--- config.mk ---
export PLATFORM = sky130hd
export DESIGN_NAME = spi_slave_responder
export DESIGN_NICKNAME = d
export VERILOG_FILES = /design/src/rtl/spi_resp_pkg.sv /design/src/rtl/spi_resp_sync.sv /design/src/rtl/spi_slave_responder.sv
export SDC_FILE = /design/constraint.sdc
export NUM_CORES = 1
export LEC_CHECK = 0
export CAP_MARGIN = 25
export CORE_ASPECT_RATIO = 1.2
export CORE_MARGIN = 1.5
export CORE_UTILIZATION = 26
export DETAILED_ROUTE_END_ITERATION = 10
export PLACE_DENSITY_LB_ADDON = 0.12
export SYNTH_ARGS = -nofsm -noshare
export SYNTH_HDL_FRONTEND = slang
export SYNTH_SLANG_ARGS = --single-unit
--- constraint.sdc ---
create_clock -name clock -period 1.8 [get_ports clock]
set_input_delay 0.27 -clock clock [delete_from_list [all_inputs] [get_ports clock]]
set_output_delay 0.27 -clock clock [all_outputs]
set_load 0.005 [all_outputs]
--- src/rtl/spi_resp_pkg.sv ---
`default_nettype none
//------------------------------------------------------------------------------
// spi_resp_pkg: shared types and sizing for the SPI slave responder. Rev 1.0
//------------------------------------------------------------------------------
package spi_resp_pkg;

   typedef enum logic [0:0] {
      IDLE   = 1'b0,
      ACTIVE = 1'b1
   } state_t;

   localparam int SS_WIDTH     = 8;
   localparam int MAX_CHAR_LEN = 128;

   function automatic int cnt_width(input int max_len);
      return $clog2(max_len + 1);
   endfunction

   localparam int CNT_W = cnt_width(MAX_CHAR_LEN);

endpackage
`default_nettype wire

--- src/rtl/spi_resp_sync.sv ---
`default_nettype none
//------------------------------------------------------------------------------
// spi_resp_sync: multi-flop synchronizer with optional rise/fall detector. Rev 1.0
//------------------------------------------------------------------------------
module spi_resp_sync #(
   parameter int STAGES   = 2,
   parameter bit EDGE_DET = 1'b1
) (
   input  logic clock,
   input  logic reset,
   input  logic d,
   output logic q,
   output logic rise,
   output logic fall
);

   logic [STAGES-1:0] chain_q;
   logic [STAGES-1:0] chain_d;

   always_comb begin
      chain_d = {chain_q[STAGES-2:0], d};
   end

   always_ff @(posedge clock) begin
      if (reset) begin
         chain_q <= '0;
      end else begin
         chain_q <= chain_d;
      end
   end

   assign q = chain_q[STAGES-1];

   generate
      if (EDGE_DET) begin : g_edge
         logic prev_q;
         always_ff @(posedge clock) begin
            if (reset) begin
               prev_q <= 1'b0;
            end else begin
               prev_q <= q;
            end
         end
         assign rise = q & ~prev_q;
         assign fall = ~q & prev_q;
      end else begin : g_no_edge
         assign rise = 1'b0;
         assign fall = 1'b0;
      end
   endgenerate

endmodule
`default_nettype wire

--- src/rtl/spi_slave_responder.sv ---
`default_nettype none
//------------------------------------------------------------------------------
// spi_slave_responder: oversampled SPI slave with a one-word transmit buffer.
// LSB-first support is built in when SPI_RESP_LSB_EN is defined. Rev 1.0
//------------------------------------------------------------------------------
module spi_slave_responder
   import spi_resp_pkg::*;
#(
   parameter int CHAR_LEN    = 8,
   parameter int SS_INDEX    = 0,
   parameter int SYNC_STAGES = 2
) (
   input  logic                clock,
   input  logic                reset,
   input  logic                sclk_pad_o,
   input  logic                mosi_pad_o,
   input  logic [SS_WIDTH-1:0] ss_pad_o,
   output logic                miso_pad_i,
   input  logic                tx_neg,
   input  logic                rx_neg,
   input  logic [CHAR_LEN-1:0] tx_data,
   input  logic                tx_valid,
   output logic                tx_ready,
   output logic [CHAR_LEN-1:0] rx_data,
   output logic                rx_valid,
   output logic                tx_underrun,
   output logic                busy
`ifdef SPI_RESP_LSB_EN
   ,
   input  logic                lsb
`endif
);

   logic sclk_s, sclk_rise, sclk_fall;
   logic mosi_s, mosi_rise, mosi_fall;
   logic ss_s, ss_rise, ss_fall_nc;
   logic lsb_in;

   spi_resp_sync #(.STAGES(SYNC_STAGES), .EDGE_DET(1'b1)) u_sync_sclk (
      .clock(clock), .reset(reset), .d(sclk_pad_o),
      .q(sclk_s), .rise(sclk_rise), .fall(sclk_fall)
   );
   spi_resp_sync #(.STAGES(SYNC_STAGES), .EDGE_DET(1'b0)) u_sync_mosi (
      .clock(clock), .reset(reset), .d(mosi_pad_o),
      .q(mosi_s), .rise(mosi_rise), .fall(mosi_fall)
   );
   spi_resp_sync #(.STAGES(SYNC_STAGES), .EDGE_DET(1'b0)) u_sync_ss (
      .clock(clock), .reset(reset), .d(ss_pad_o[SS_INDEX]),
      .q(ss_s), .rise(ss_rise), .fall(ss_fall_nc)
   );

   logic unused_inputs;
   assign unused_inputs = &{1'b0, sclk_s, mosi_rise, mosi_fall, ss_rise, ss_fall_nc, ss_pad_o};

`ifdef SPI_RESP_LSB_EN
   assign lsb_in = lsb;
`else
   assign lsb_in = 1'b0;
`endif

   state_t              state_q, state_d;
   logic [CHAR_LEN-1:0] tx_sr_q, tx_sr_d, rx_sr_q, rx_sr_d;
   logic [CHAR_LEN-1:0] rx_data_q, rx_data_d, buf_q, buf_d;
   logic [CNT_W-1:0]    cnt_q, cnt_d;
   logic                buf_full_q, buf_full_d, sampled_q, sampled_d;
   logic                miso_q, miso_d, rx_valid_q, rx_valid_d;
   logic                underrun_q, underrun_d, ss_prev_q, lsb_q, lsb_d;

   logic                ss_fall, sample_edge, drive_edge, do_load;
   logic [CHAR_LEN-1:0] load_word, rx_next, tx_shift;

   assign ss_fall     = ss_prev_q & ~ss_s;
   assign sample_edge = tx_neg ? sclk_rise : sclk_fall;
   assign drive_edge  = rx_neg ? sclk_rise : sclk_fall;

   always_comb begin
      state_d    = state_q;
      tx_sr_d    = tx_sr_q;
      rx_sr_d    = rx_sr_q;
      rx_data_d  = rx_data_q;
      buf_d      = buf_q;
      buf_full_d = buf_full_q;
      cnt_d      = cnt_q;
      sampled_d  = sampled_q;
      miso_d     = miso_q;
      lsb_d      = lsb_q;
      rx_valid_d = 1'b0;
      underrun_d = 1'b0;
      do_load    = 1'b0;

      // Buffer has priority, then a same-cycle bypass of tx_data, else zeros.
      if (buf_full_q) begin
         load_word = buf_q;
      end else if (tx_valid) begin
         load_word = tx_data;
      end else begin
         load_word = '0;
      end

      if (lsb_q) begin
         rx_next = rx_sr_q >> 1;
         rx_next[CHAR_LEN-1] = mosi_s;
         tx_shift = tx_sr_q >> 1;
      end else begin
         rx_next = rx_sr_q << 1;
         rx_next[0] = mosi_s;
         tx_shift = tx_sr_q << 1;
      end

      case (state_q)
         IDLE: begin
            if (ss_fall) begin
               state_d = ACTIVE;
               cnt_d   = '0;
               rx_sr_d = '0;
               do_load = 1'b1;
            end
         end
         ACTIVE: begin
            if (ss_s) begin
               state_d   = IDLE;
               cnt_d     = '0;
               sampled_d = 1'b0;
               miso_d    = 1'b0;
            end else if (sample_edge) begin
               rx_sr_d   = rx_next;
               sampled_d = 1'b1;
               if (cnt_q == CNT_W'(CHAR_LEN - 1)) begin
                  rx_data_d  = rx_next;
                  rx_valid_d = 1'b1;
                  cnt_d      = '0;
                  do_load    = 1'b1;
               end else begin
                  cnt_d = cnt_q + CNT_W'(1);
               end
            end else if (drive_edge && sampled_q) begin
               tx_sr_d = tx_shift;
               miso_d  = lsb_q ? tx_shift[0] : tx_shift[CHAR_LEN-1];
            end
         end
         default: state_d = IDLE;
      endcase

      if (do_load) begin
         lsb_d     = lsb_in;
         tx_sr_d   = load_word;
         miso_d    = lsb_in ? load_word[0] : load_word[CHAR_LEN-1];
         sampled_d = 1'b0;
         if (buf_full_q) begin
            buf_full_d = 1'b0;
         end else if (!tx_valid) begin
            underrun_d = 1'b1;
         end
      end else if (tx_valid && !buf_full_q) begin
         buf_d      = tx_data;
         buf_full_d = 1'b1;
      end
   end

   always_ff @(posedge clock) begin
      if (reset) begin
         state_q    <= IDLE;
         tx_sr_q    <= '0;
         rx_sr_q    <= '0;
         rx_data_q  <= '0;
         buf_q      <= '0;
         buf_full_q <= 1'b0;
         cnt_q      <= '0;
         sampled_q  <= 1'b0;
         miso_q     <= 1'b0;
         lsb_q      <= 1'b0;
         rx_valid_q <= 1'b0;
         underrun_q <= 1'b0;
         ss_prev_q  <= 1'b0;
      end else begin
         state_q    <= state_d;
         tx_sr_q    <= tx_sr_d;
         rx_sr_q    <= rx_sr_d;
         rx_data_q  <= rx_data_d;
         buf_q      <= buf_d;
         buf_full_q <= buf_full_d;
         cnt_q      <= cnt_d;
         sampled_q  <= sampled_d;
         miso_q     <= miso_d;
         lsb_q      <= lsb_d;
         rx_valid_q <= rx_valid_d;
         underrun_q <= underrun_d;
         ss_prev_q  <= ss_s;
      end
   end

   assign miso_pad_i  = miso_q;
   assign tx_ready    = ~buf_full_q;
   assign rx_data     = rx_data_q;
   assign rx_valid    = rx_valid_q;
   assign tx_underrun = underrun_q;
   assign busy        = (state_q == ACTIVE);

endmodule
`default_nettype wire

**After elaboration in Yosys (flattened, before gate mapping)**

Index checks and enable logic that the tools add are counted.

- Input port bits: 23
- Register bits after elaboration: 52
- Logic and storage cells: 83

- Eq/ne operators: 8
- Reductions and logical operators: 17
- Bitwise operators: 9
- Add/subtract/negate cells: 1
- Muxes and demuxes: 32

Operators with widths:

| cell | count |
|---|---|
| $mux W7 | 7 |
| $mux W8 | 6 |
| $pmux W8 S2 | 1 |
| $mux W1 | 15 |
| $pmux W7 S2 | 1 |
| $add A8 B1 Y8 const B | 1 |
| $eq A8 B3 Y1 const B | 1 |
| $reduce_and A4 Y1 | 2 |
| $ne A2 B2 Y1 const B | 3 |
| $ne A3 B1 Y1 const B | 2 |
| $not A1 Y1 | 6 |
| $reduce_and A2 Y1 | 3 |
| $reduce_and A3 Y1 | 2 |
| $reduce_bool A2 Y1 | 3 |
| $ne A2 B1 Y1 const B | 2 |
| $pmux W1 S2 | 2 |
| $reduce_or A2 Y1 | 2 |
| $and A1 B1 Y1 | 3 |
| $reduce_bool A3 Y1 | 1 |
| $reduce_or A3 Y1 | 1 |
| $logic_and A1 B1 Y1 | 2 |
| $logic_not A1 Y1 | 1 |

**Logic depth before layout (Yosys ltp)**

- Depth after elaboration: 9
- Gate-level depth with buffers: 8
- Depth with buffers taken out: 6

**Modules after synthesis**

From an unflattened synthesis, not the netlist that was laid out.

- Cell total of the unflattened synthesis: 240
- Area, all modules: 2363.5 um^2

Modules (own cells, without submodules):

| module | area an instance (um^2) | sequential area each (um^2) | cells each | instances |
|---|---|---|---|---|
| spi_slave_responder | 2129.5 | 900.9 | 218 | 1 |
| spi_resp_sync at u_sync_mosi ... | 71.3 | 40.0 | 7 | 2 |
| spi_resp_sync at u_sync_sclk | 91.3 | 60.1 | 8 | 1 |

**Least setup slack after synthesis**

Ideal clock, no wire load.

- Path kind: flip-flop to flip-flop
- From: register cnt_q[0]
- To: register tx_sr_q[2]
- Buffers on the path: 2
- Path slack: -0.007 ns
- Setup time: 0.134 ns
- Data arrival time: 1.673 ns
- Stages on the path, launching flop included: 9
- Cell sequence: dfxtp_1 > ha_1 > nor4b_4 > o2111ai_1 > and2_1 > buf_2 > buf_4 > a211oi_1 > a211oi_1

- Word-level cells in the longest chain between the ends: 7
- Elaborated cells on any way between the ends: 11

Ends and longest elaborated chain:

| what | line | source |
|---|---|---|
| start: declaration | spi_slave_responder.sv:64 | `logic [CNT_W-1:0] cnt_q, cnt_d;` |
| start signal: assignment | spi_slave_responder.sv:182 | `cnt_q <= cnt_d;` |
| $eq A8 B3 Y1 (*) | spi_slave_responder.sv:128 | `if (cnt_q == CNT_W'(CHAR_LEN - 1)) begin` |
| $mux W1 (*) | spi_slave_responder.sv:128 |  |
| $mux W1 (*) (2 in series) | - |  |
| $pmux W1 S2 (*) | spi_slave_responder.sv:110 | `case (state_q)` |
| $ne A2 B2 Y1 (no source line) (tied with other cells) | - |  |
| $reduce_and A4 Y1 (no source line) | - |  |
| end signal: assignment | spi_slave_responder.sv:177 | `tx_sr_q <= tx_sr_d;` |
| end: declaration | spi_slave_responder.sv:62 | `logic [CHAR_LEN-1:0] tx_sr_q, tx_sr_d, rx_sr_q, rx_sr_d;` |

Every way passes the cells marked *; elsewhere a longest branch is shown, timed or not.
A chain may end at the register's enable or synchronous reset.

**Worst setup path in the final report**

- From: input tx_neg
- To: register cnt_q[0]

- Word-level cells in the longest chain between the ends: 3

Ends and longest elaborated chain:

| what | line | source |
|---|---|---|
| start: declaration | spi_slave_responder.sv:19 | `input logic tx_neg,` |
| $mux W1 | spi_slave_responder.sv:73 | `assign sample_edge = tx_neg ? sclk_rise : sclk_fall;` |
| $ne A3 B1 Y1 (no source line) | - |  |
| $reduce_and A2 Y1 (no source line) | - |  |

Every way passes these cells.

==> results.json <==
{
  "status": "completed",
  "criticalPathCategory": "in2reg",
  "cp_cell_sequence": "clkdlybuf4s50_1, and3b_1, buf_4, o31ai_4, nand2_1, buf_4, xnor2_1, nor2_1",
  "drtAntennaViolNets": 0,
  "yosysTopAreaCell": "dfxtp_1",
  "core-area_um2": 8153,
  "clock_skew_ns": 0.01454,
  "place.gp.congestion": 0.7964,
  "power.density_nw_per_um2": 697.3,
  "synthCells": 241,
  "layout_commonest_cell": "dfxtp_1",
  "die-height_um": 103.4,
  "drc": 0,
  "clkSlewWorstSetupHoldPaths_ns": 0.11,
  "cts-root-buf": "clkbuf_8",
  "ys_top_cells_by_area": "dfxtp_1 (48%), mux2i_1 (6.4%), nand2_1 (5.2%)",
  "slew-limit-headroom_pct": 75.17,
  "start_util_pct": 26.81,
  "worstSkewPairLatency_ns": 0.31,
  "netlist_area_um2": 2186,
  "routedWlPerCell_um": 11.86,
  "hold_path_depth": 1,
  "tns_ns": 0,
  "path_buf_inv": 3,
  "postSynthAreaPerCell_um2": 9.070,
  "pre_cts_ws_ns": -0.3718,
  "dieArea_um2": 8968,
  "routed_wl_um": 4900,
  "hp-class": "reg2reg",
  "syn_nets": 265,
  "grt_pass1_wl_um": 8390,
  "dp_hpwl_um": 3395,
  "vias_per_cell": 4.429,
  "fin_ws_ns": 0.04765,
  "maxCapViolCount": 0,
  "tightestPinTransition_ns": 0.3725,
  "cts_made_buffers": 5,
  "rsz0062_at_grt": "yes",
  "pin_count": 36,
  "cts_sinks": 52,
  "cp-end-kind": "flop",
  "drv_slew": 0,
  "grt_overflow": 0,
  "die_w_um": 86.70,
  "seq_area_frac_synth_pct": 47.62,
  "port_buffers": 28,
  "worst_path_most_repeated_cell": "buf_4",
  "hold_ws_ns": 0.4359,
  "critPathSlowestCell": "clkdlybuf4s50_1",
  "required_ns": 2.01,
  "crit_fanout": 5,
  "post-route-min-period_ns": 1.752,
  "grt_start_max_net_pins": 30,
  "grt_usage_pct": 11.84,
  "area_delta_synth_final_pct": 38.92,
  "finalCritPeriodShare_pct": 97.35,
  "start_kind": "primary input",
  "hold_viol": 0,
  "ctsHoldBuffers": 0,
  "p_leak_nw": 1.162,
  "nets": 322,
  "row_count": 36,
  "synth_warnings": 0,
  "finalSetupViolations": 0,
  "num_vias": 1829,
  "layout-drive-gt1-share_pct": 21.07,
  "crit_family": "buffers and inverters",
  "cts_buffer_depth": 2,
  "crit_cells": 8,
  "drt_iter0_drc": 75,
  "dpl.cell_count": 400,
  "fin_cells": 413,
  "cp.arrival_ns": 1.96,
  "grt_antenna_before_repair": 0,
  "yosysUniqueCellTypes": 37,
  "grt_pass1_vias": 1831,
  "r2r_cells": 7,
  "peakVddDrop_uv": 301.0,
  "drt-pass1-iter-count": 4,
  "slowest_delay_ns": 0.46,
  "h-tree-depth": 2,
  "antennaDiodeCount": 0,
  "cts_tree": "done",
  "yosys.area.top_type_share_pct": 47.62,
  "layout_common_cells": "dfxtp_1 (50), buf_4 (32), nand2_1 (30)",
  "max_freq_ghz": 0.5707,
  "synth-seq-cells": 52
}
-- metrics by stage --
step | power, mW | area [um^2] | util [%]
global route | 2.220 | 3037 | 37.25
global placement | 1.413 | 2829 | 34.70
CTS | 2.157 | 2938 | 36.03
detailed placement | 1.413 | 2829 | 34.70
floorplan | 1.315 | 2195 | -
finish | 2.118 | 3037 | 37.25
-- cell usage after synthesis --
library cell and instances:
and3b_1 1, o21ai_0 3, xnor2_1 6, clkbuf_1 11, dfxtp_1 52, mux2i_1 14
buf_2 2, a31o_2 1, nand2_1 30, and3_1 6, a211oi_1 14, buf_4 1
and2_1 1, ha_1 1, nand3_1 10, nand3b_1 1, nand4_1 2, a21oi_1 20
nor2b_1 11, a311oi_1 1, nor3b_2 3, a22oi_1 1, and2b_1 1, nor4bb_1 2
a21o_1 1, o21bai_1 1, o2111ai_1 2, o31ai_2 1, or3_1 1, nor4_1 1
nand2b_1 8, nor2_1 19, inv_1 3, nor4b_4 1, a2111oi_0 2, nor3_1 4
o211ai_1 2
-- kinds of logic (layout without fill, tap and decap cells) --
family          count (synthesis)  in the layout  synth area share, %
compound gates                 49             49                14.77
xor+xnor                        6              6                2.404
fa+ha+maj                       1              1               0.5723
buf+inv                        17             75                3.206
flops                          52             52                47.62
mux                            14             14                6.411
simple gates                  102            102                25.02
-- power breakdown --
part	internal, mW	switching, mW
Clock	0.287	0.437
Sequential	1.18	0.0173
Combinational	0.109	0.0888
Total	1.57	0.543
-- layout make-up --
cell class,instances,area (um^2)
fillers,829,5116
multi-input cells,172,1151
flip-flops and latches,52,1044
repair buffers,64,591.8
well taps,114,142.6
clock buffers,5,68.82
clock inverters,3,27.53
inverters,3,11.26
-- flip-flops by register name, indices dropped and copies added, names as in the netlist --
| register | count |
|---|---|
| rx_sr_q | 7 |
| buf_full_q | 1 |
| u_sync_sclk.chain_q | 2 |
| tx_underrun | 1 |
| cnt_q | 8 |
| busy | 1 |
| u_sync_sclk.g_edge.prev_q | 1 |
| rx_data | 8 |
| tx_sr_q | 7 |
| buf_q | 8 |
| miso_pad_i | 1 |
| u_sync_mosi.chain_q | 2 |
| ss_prev_q | 1 |
| u_sync_ss.chain_q | 2 |
| sampled_q | 1 |
| rx_valid | 1 |
-- timing repair --
action,CTS,global route
setup buffers,0,5
setup endpoints to repair,23,37
resized for setup,3,15
pin swaps,0,4
-- path summary, 6_finish.rpt --
check	startpoint	end	slack [ns]
worst min register to register	u_sync_mosi.chain_q[0]	u_sync_mosi.chain_q[1]	0.44
worst max-delay path	tx_neg	cnt_q[0]	0.05
worst max register to register	cnt_q[1]	tx_sr_q[2]	0.10
worst min-delay path	u_sync_mosi.chain_q[0]	u_sync_mosi.chain_q[1]	0.44
-- layer usage --
metal	global-route usage, %	up-vias	routed length, um
met5	0	-	0
met4	4.839	0	58
met3	2.619	4	146
met2	20.25	24	2383
met1	14.45	841	2311
li1	-	960	-
(Power assumes the default switching activity.)
